===== config.mk =====
export PLATFORM = sky130hd
export DESIGN_NAME = ps2_kbd_tx_flat
export DESIGN_NICKNAME = d
export VERILOG_FILES = /design/src/rtl/ps2_kbd_tx_pkg.sv /design/src/rtl/ps2_kbd_tx_if.sv /design/src/rtl/ps2_evt_fifo.sv /design/src/rtl/ps2_kbd_tx.sv /design/src/flat_wrapper.sv
export SDC_FILE = /design/constraint.sdc
export NUM_CORES = 1
export LEC_CHECK = 0
export BUFFER_PORTS_ARGS = -buffer_cell sky130_fd_sc_hd__buf_4
export CAP_MARGIN = 10
export CORE_MARGIN = 2
export CORE_UTILIZATION = 60
export CTS_CLUSTER_SIZE = 12
export DETAILED_ROUTE_END_ITERATION = 16
export PLACE_DENSITY = 0.78
export REMOVE_ABC_BUFFERS = 1
export SYNTH_ARGS = -nofsm -noshare
export SYNTH_HDL_FRONTEND = slang
export SYNTH_SLANG_ARGS = --single-unit

===== constraint.sdc =====
create_clock -name clk -period 3.5 [get_ports clk]
set_clock_uncertainty 0.15 [all_clocks]
set_input_delay 0.35 -clock clk [delete_from_list [all_inputs] [get_ports clk]]
set_output_delay 0.35 -clock clk [all_outputs]
set_load 0.01 [all_outputs]

===== src/rtl/ps2_kbd_tx_pkg.sv =====
// ps2_kbd_tx_pkg: shared FSM states, frame constants and frame bit helper
package ps2_kbd_tx_pkg;
  typedef enum logic [2:0] {S_IDLE, S_LOAD, S_HIGH, S_LOW, S_GAP} state_t;
  localparam logic [7:0] BREAK_CODE = 8'hF0;
  localparam int FRAME_LEN = 11;
  function automatic logic frame_bit(input logic [7:0] d, input logic [3:0] i);
    logic [FRAME_LEN-1:0] f;
    f = {1'b1, ~^d, d, 1'b0};
    return f[i];
  endfunction
endpackage


===== src/rtl/ps2_kbd_tx_if.sv =====
// ps2_kbd_tx_if: key event handshake between event source and transmitter
interface ps2_kbd_tx_if;
  logic       in_valid;
  logic [7:0] in_code;
  logic       in_release;
  logic       in_ready;
  modport master (output in_valid, in_code, in_release, input in_ready);
  modport slave (input in_valid, in_code, in_release, output in_ready);
endinterface


===== src/rtl/ps2_evt_fifo.sv =====
// ps2_evt_fifo: small power-of-two FIFO of queued key events
module ps2_evt_fifo #(
  parameter int WIDTH = 9,
  parameter int DEPTH = 4
) (
  input  logic             clk,
  input  logic             rest,
  input  logic             push,
  input  logic             pop,
  input  logic [WIDTH-1:0] din,
  output logic [WIDTH-1:0] dout,
  output logic             full,
  output logic             empty
);
  localparam int AW = DEPTH > 1 ? $clog2(DEPTH) : 1;
  logic [WIDTH-1:0] mem [DEPTH];
  logic [AW-1:0] wp, rp;
  logic [AW:0] cnt;
  logic do_push, do_pop;
  assign do_push = push & ~full;
  assign do_pop = pop & ~empty;
  assign full = cnt == (AW+1)'(DEPTH);
  assign empty = cnt == '0;
  assign dout = mem[rp];
  always_ff @(posedge clk or posedge rest) begin
    if (rest) begin
      wp <= '0;
      rp <= '0;
      cnt <= '0;
    end else begin
      wp <= do_push ? wp + AW'(1) : wp;
      rp <= do_pop ? rp + AW'(1) : rp;
      cnt <= cnt + (AW+1)'(do_push) - (AW+1)'(do_pop);
    end
  end
  always_ff @(posedge clk)
    if (do_push) mem[wp] <= din;
endmodule


===== src/rtl/ps2_kbd_tx.sv =====
// ps2_kbd_tx: queues key events and shifts them out as PS/2 device-to-host frames
module ps2_kbd_tx
  import ps2_kbd_tx_pkg::*;
#(
  parameter int HALF_PERIOD = 50,
  parameter int GAP = 200,
  parameter int FIFO_DEPTH = 4
) (
  input  logic        clk,
  input  logic        rest,
  ps2_kbd_tx_if.slave ev,
  output logic        ps2clk,
  output logic        ps2dat,
  output logic        busy,
  output logic        byte_done
);
  localparam int CMAX = HALF_PERIOD > GAP ? HALF_PERIOD : GAP;
  localparam int CW = $clog2(CMAX);
  state_t state, state_n;
  logic [CW-1:0] cnt, cnt_n;
  logic [3:0] bidx, bidx_n;
  logic [7:0] data, data_n, pend, pend_n;
  logic [8:0] ent, ent_n, head;
  logic pend_v, pend_v_n, done_n, pop, full, empty, up, hp_end, gap_end;
  ps2_evt_fifo #(.WIDTH(9), .DEPTH(FIFO_DEPTH)) u_fifo (
    .clk   (clk),
    .rest  (rest),
    .push  (ev.in_valid & ev.in_ready),
    .pop   (pop),
    .din   ({ev.in_release, ev.in_code}),
    .dout  (head),
    .full  (full),
    .empty (empty)
  );
  // up holds in_ready low until the first edge after reset releases
  assign ev.in_ready = up & ~full;
  assign busy = state != S_IDLE || !empty;
  assign ps2clk = state != S_LOW;
  assign ps2dat = (state == S_HIGH || state == S_LOW) ? frame_bit(data, bidx) : 1'b1;
  assign hp_end = cnt == CW'(HALF_PERIOD - 1);
  assign gap_end = cnt == CW'(GAP - 1);
  always_comb begin
    state_n = state;
    cnt_n = cnt;
    bidx_n = bidx;
    data_n = data;
    pend_n = pend;
    pend_v_n = pend_v;
    ent_n = ent;
    done_n = 1'b0;
    pop = 1'b0;
    case (state)
      S_IDLE: if (!empty) begin
        pop = 1'b1;
        ent_n = head;
        state_n = S_LOAD;
      end
      S_LOAD: begin
        data_n = ent[8] ? BREAK_CODE : ent[7:0];
        pend_n = ent[7:0];
        pend_v_n = ent[8];
        bidx_n = '0;
        cnt_n = '0;
        state_n = S_HIGH;
      end
      S_HIGH: begin
        cnt_n = hp_end ? '0 : cnt + CW'(1);
        state_n = hp_end ? S_LOW : S_HIGH;
      end
      S_LOW: begin
        cnt_n = hp_end ? '0 : cnt + CW'(1);
        if (hp_end) begin
          done_n = bidx == 4'(FRAME_LEN - 1);
          bidx_n = done_n ? bidx : bidx + 4'd1;
          state_n = done_n ? S_GAP : S_HIGH;
        end
      end
      S_GAP: begin
        cnt_n = gap_end ? '0 : cnt + CW'(1);
        if (gap_end) begin
          // the code byte of a break event follows its F0 without revisiting the FIFO
          data_n = pend_v ? pend : data;
          pend_v_n = 1'b0;
          bidx_n = '0;
          state_n = pend_v ? S_HIGH : S_IDLE;
        end
      end
      default: state_n = S_IDLE;
    endcase
  end
  always_ff @(posedge clk or posedge rest) begin
    if (rest) begin
      state <= S_IDLE;
      cnt <= '0;
      bidx <= '0;
      data <= '0;
      pend <= '0;
      pend_v <= 1'b0;
      ent <= '0;
      byte_done <= 1'b0;
      up <= 1'b0;
    end else begin
      state <= state_n;
      cnt <= cnt_n;
      bidx <= bidx_n;
      data <= data_n;
      pend <= pend_n;
      pend_v <= pend_v_n;
      ent <= ent_n;
      byte_done <= done_n;
      up <= 1'b1;
    end
  end
endmodule

===== src/flat_wrapper.sv =====
// flat-port wrapper written by rule: the top's interface ports become plain ports
module ps2_kbd_tx_flat import ps2_kbd_tx_pkg::*;
#(
  parameter int HALF_PERIOD = 50,
  parameter int GAP = 200,
  parameter int FIFO_DEPTH = 4
)
  (clk, rest, ps2clk, ps2dat, busy, byte_done, ev_in_valid, ev_in_code, ev_in_release, ev_in_ready);
  ps2_kbd_tx_if ev_i ();
  input  logic clk;
  input  logic rest;
  output logic ps2clk;
  output logic ps2dat;
  output logic busy;
  output logic byte_done;
  input wire logic [$bits(ev_i.in_valid)-1:0] ev_in_valid;
  input wire logic [$bits(ev_i.in_code)-1:0] ev_in_code;
  input wire logic [$bits(ev_i.in_release)-1:0] ev_in_release;
  output wire logic [$bits(ev_i.in_ready)-1:0] ev_in_ready;
  assign ev_i.in_valid = ev_in_valid;
  assign ev_i.in_code = ev_in_code;
  assign ev_i.in_release = ev_in_release;
  assign ev_in_ready = ev_i.in_ready;
  ps2_kbd_tx #(.HALF_PERIOD(HALF_PERIOD), .GAP(GAP), .FIFO_DEPTH(FIFO_DEPTH)) u_core (.clk(clk), .rest(rest), .ev(ev_i), .ps2clk(ps2clk), .ps2dat(ps2dat), .busy(busy), .byte_done(byte_done));
endmodule

==> summary.md <==
| Metric | Value |
|---|---|
| Remaining Overflow, GRT | `0` |
| Routed vias/inst | `a little under 6` |
| Synth unique cells | `53` |
| FFs w/ async S/R, synth | `approximately 58%` |
| R2R setup slack | `approximately 0.8 ns` |
| Routed wire length | `roughly 6000 microns` |
| Die X | `between 80 and 90 microns` |
| Kind of critical path | `register to register` |
| Sum Neg Setup Slack | `0 ns` |
| Diode count | `0` |
| CTS max path bufs | `2` |
| Final setup fails | `0` |
| Final Slew Violations | `0` |
| Via count | `roughly 2,300` |
| Worst VDD drop | `~0.00044 V` |
| Num ports | `17` |
| Internal | `approximately 0.0022 W` |
| Initial core utilization | `between 60% and 70%` |
| Max Cap Viol | `0` |
| TritonCTS clock tree | `built` |
| EDFF count, synth | `36` |
| HPWL Detailed | `roughly 4300 microns` |
| Leak Pwr | `around 1.8 nW` |
| TritonRoute pass-1 iters | `4` |
| Sw Share | `between 30 and 40%` |
| Mapped Area | `3960 sq um` |
| Total GRT Usage | `between 10% and 20%` |
| DRT iter0 DRCs | `approximately 150` |
| Number of remaining DRC errors | `0` |
| Number of synthesized register bits | `86` |
| Layout filler cell count | `418` |
| Pin count of the biggest net entering global routing | `51` |
| Hold Path Class | `input pin to register` |
| # placed instances | `approximately 380` |
| Final WS setup | `~0.8 ns` |
| Critical path's largest stage delay | `roughly 0.45 ns` |
| Ys flop type | `dfrtp_1` |
| Root Buffer | `clkbuf_8` |
| Nets@finish | `between 300 and 400` |
| GP Congestion | `~0.86` |
| Critical Path RT | `about 3.6 ns` |
| Routed len/inst | `between 15 and 20 microns` |
| Reg2reg path depth | `11` |
| Cts bufs inserted | `9` |
| First-pass GRT wire length | `10,800 microns` |
| H-tree Lvls | `3` |
| DIE HEIGHT | `about 85 microns` |
| Crit path capture type | `register` |
| Vias in the first global route | `roughly 2,300` |
| Share of layout cells above drive strength 1 | `a little under a quarter` |
| DP Worst Slack | `a little under 0.8 ns` |
| Post-Syn Area per Cell | `between 10 and 15 sq um` |
| Hold_buf cts | `0` |
| Register area share after synthesis | `58.9%` |
| Slew @ Worst Pin | `a little over 1 ns` |
| Port Buffer Count | `16` |
| Upper clock frequency limit | `~370 MHz` |
| Unrepaired setup endpoints after global routing | `no` |
| Yosys top cell by area | `dfrtp_1` |
| Post-DRT Antenna Nets | `0` |
| CP max-delay cell | `dfrtp_1` |
| Final hold vios | `0` |
| Post-CTS sizing | `0` |
| Clock share of power | `23.2%` |
| Flop pwr share | `50.4%` |
| Power Density | `around 740 nW/um^2` |
| Net switching power | `between 0.001 and 0.0015 W` |
| Synth top area share | `between 30% and 40%` |
| Most common cell after layout, fill and taps aside | `dfrtp_1` |
| Final core utilization | `about two thirds` |
| Status | `complete, no violations` |
| Critical Path Start Type | `register` |
| Num rows | `29` |
| Postcts setup bufs | `0` |
| Final non-filler cell total | `397` |
| Synth top area cells | `dfrtp_1 (32%), edfxtp_1 (27%), mux4_2 (5.7%)` |
| Clk_lat worst skew | `~0.35 ns` |
| Post-synthesis cell count | `slightly below 300` |
| Clock sink total | `86` |
| Most frequent cells in the layout | `dfrtp_1 (50), edfxtp_1 (36), nand2_1 (22)` |
| Core Region | `~6300 sq um` |
| WP data arrival | `2.84 ns` |
| Final min period | `approximately 2.7 ns` |
| Crit-path most repeated cell | `inv_1` |
| CP Cell Sequence | `nor2_1 > a21boi_0 > and2_1 > inv_1 > ha_1 > inv_1 > ha_1 > inv_1 > fa_1 > xnor2_1 > xnor2_1` |
| Combinational power share | `a little over a quarter` |
| Die area | `about 7300 sq um` |
| Final period utilization | `77.4%` |
| Initial antenna violation count | `0` |
| Area grow syn2layout | `10.1%` |
| Worst Hold Path Cells | `1` |
| Syn. warnings | `0` |
| Slew headroom | `between 30 and 40%` |
| CP max FO | `6` |
| Clock transition at path regs | `0.09 ns` |
worst paths after layout:
| path | startpoint | to |
|---|---|---|
| setup reg to reg | u_core.u_fifo.cnt[1]$_DFF_PP0_ | u_core.u_fifo.cnt[2]$_DFF_PP0_ |
| min in group asynchronous | rest | u_core.u_fifo.wp[1]$_DFFE_PP0N_ |
| hold / removal | ev_in_code[2] | u_core.u_fifo.mem[3][2]$_DFFE_PP_ |
| max in group asynchronous | rest | u_core.pend[6]$_DFFE_PP0P_ |
| setup / recovery | u_core.u_fifo.cnt[1]$_DFF_PP0_ | u_core.u_fifo.cnt[2]$_DFF_PP0_ |
| hold reg to reg | u_core.pend[7]$_DFFE_PP0P_ | u_core.pend[7]$_DFFE_PP0P_ |
kinds of logic after synthesis:
family,after synthesis,share of synthesized area [%]
AOI/OAI and AO/OA,52,8.78
xor gates and xnor gates,17,3.76
adders and majority gates,11,3.67
buffers and inverters,23,2.50
DFF,86,58.9
muxes,28,10.8
other,1,0.0947
and+or+nand+nor,80,11.5
routing by layer:
layer	global-route usage (%)	wire length [microns]	part of all wire, %
met1	26.6	2910	48
met2	29.2	2880	47
met3	3.89	216	3.5
met4	7.94	110	1.8
met5	0	0	0
cells in the mapped netlist (all sizes together), types with 9 or more instances:
library cell,count
dfrtp,50
mux4,10
nand2,22
o21ai,25
edfxtp,36
inv,11
a21oi,9
mux2,18
xnor2,13
nor2,11
nand3,9
ha,10
registers in the layout, summed over array words and instances, names as in the netlist:
signal	count
u_core.bidx	4
u_core.byte_done	1
u_core.cnt	8
u_core.data	8
u_core.ent	9
u_core.pend	8
u_core.pend_v	1
u_core.state	3
u_core.u_fifo.cnt	3
u_core.u_fifo.mem	36
u_core.u_fifo.rp	2
u_core.u_fifo.wp	2
u_core.up	1
cell type report:
cell class	count	area [sq um]	share of cell area [%]
Sequential cell	86	2330	53.5
Inverter	11	41.3	0.947
Clock inverter	7	95.1	2.18
Clock buffer	9	124	2.84
Multi-Input combinational cell	189	1540	35.2
Timing Repair Buffer	18	135	3.10
Tap cell	77	96.3	2.21
power groups by stage:
stage	Clock [W]	Combinational [W]	Sequential (W)
after global routing	0.000807	0.000973	0.00169
after global placement	0	0.000841	0.00164
after detailed placement	0	0.000867	0.00165
final	0.000753	0.000857	0.00163
after CTS	0.000768	0.000871	0.00164
after floorplan	0	0.000728	0.00157
through the flow:
stage	hold slack (ns)	total power (W)	cell area, sq um
2_1_floorplan	0.299	0.00230	3900
6_report	0.0414	0.00324	4360
5_1_grt	0.0302	0.00347	4360
4_1_cts	0.0290	0.00328	4360
3_5_place_dp	0.341	0.00252	4140
3_3_place_gp	0.334	0.00248	4140
critical path: cells and delay by family (launching register included):
family,cells,cell delay (ns)
AO/OA/AOI/OAI,1,0.45
XOR/XNOR,2,0.32
adder cells (fa/ha/maj),3,0.77
buffers and inverters,3,0.17
flip-flops,1,0.45
AND/OR/NAND/NOR,2,0.34
(Power assumes the default switching activity.)
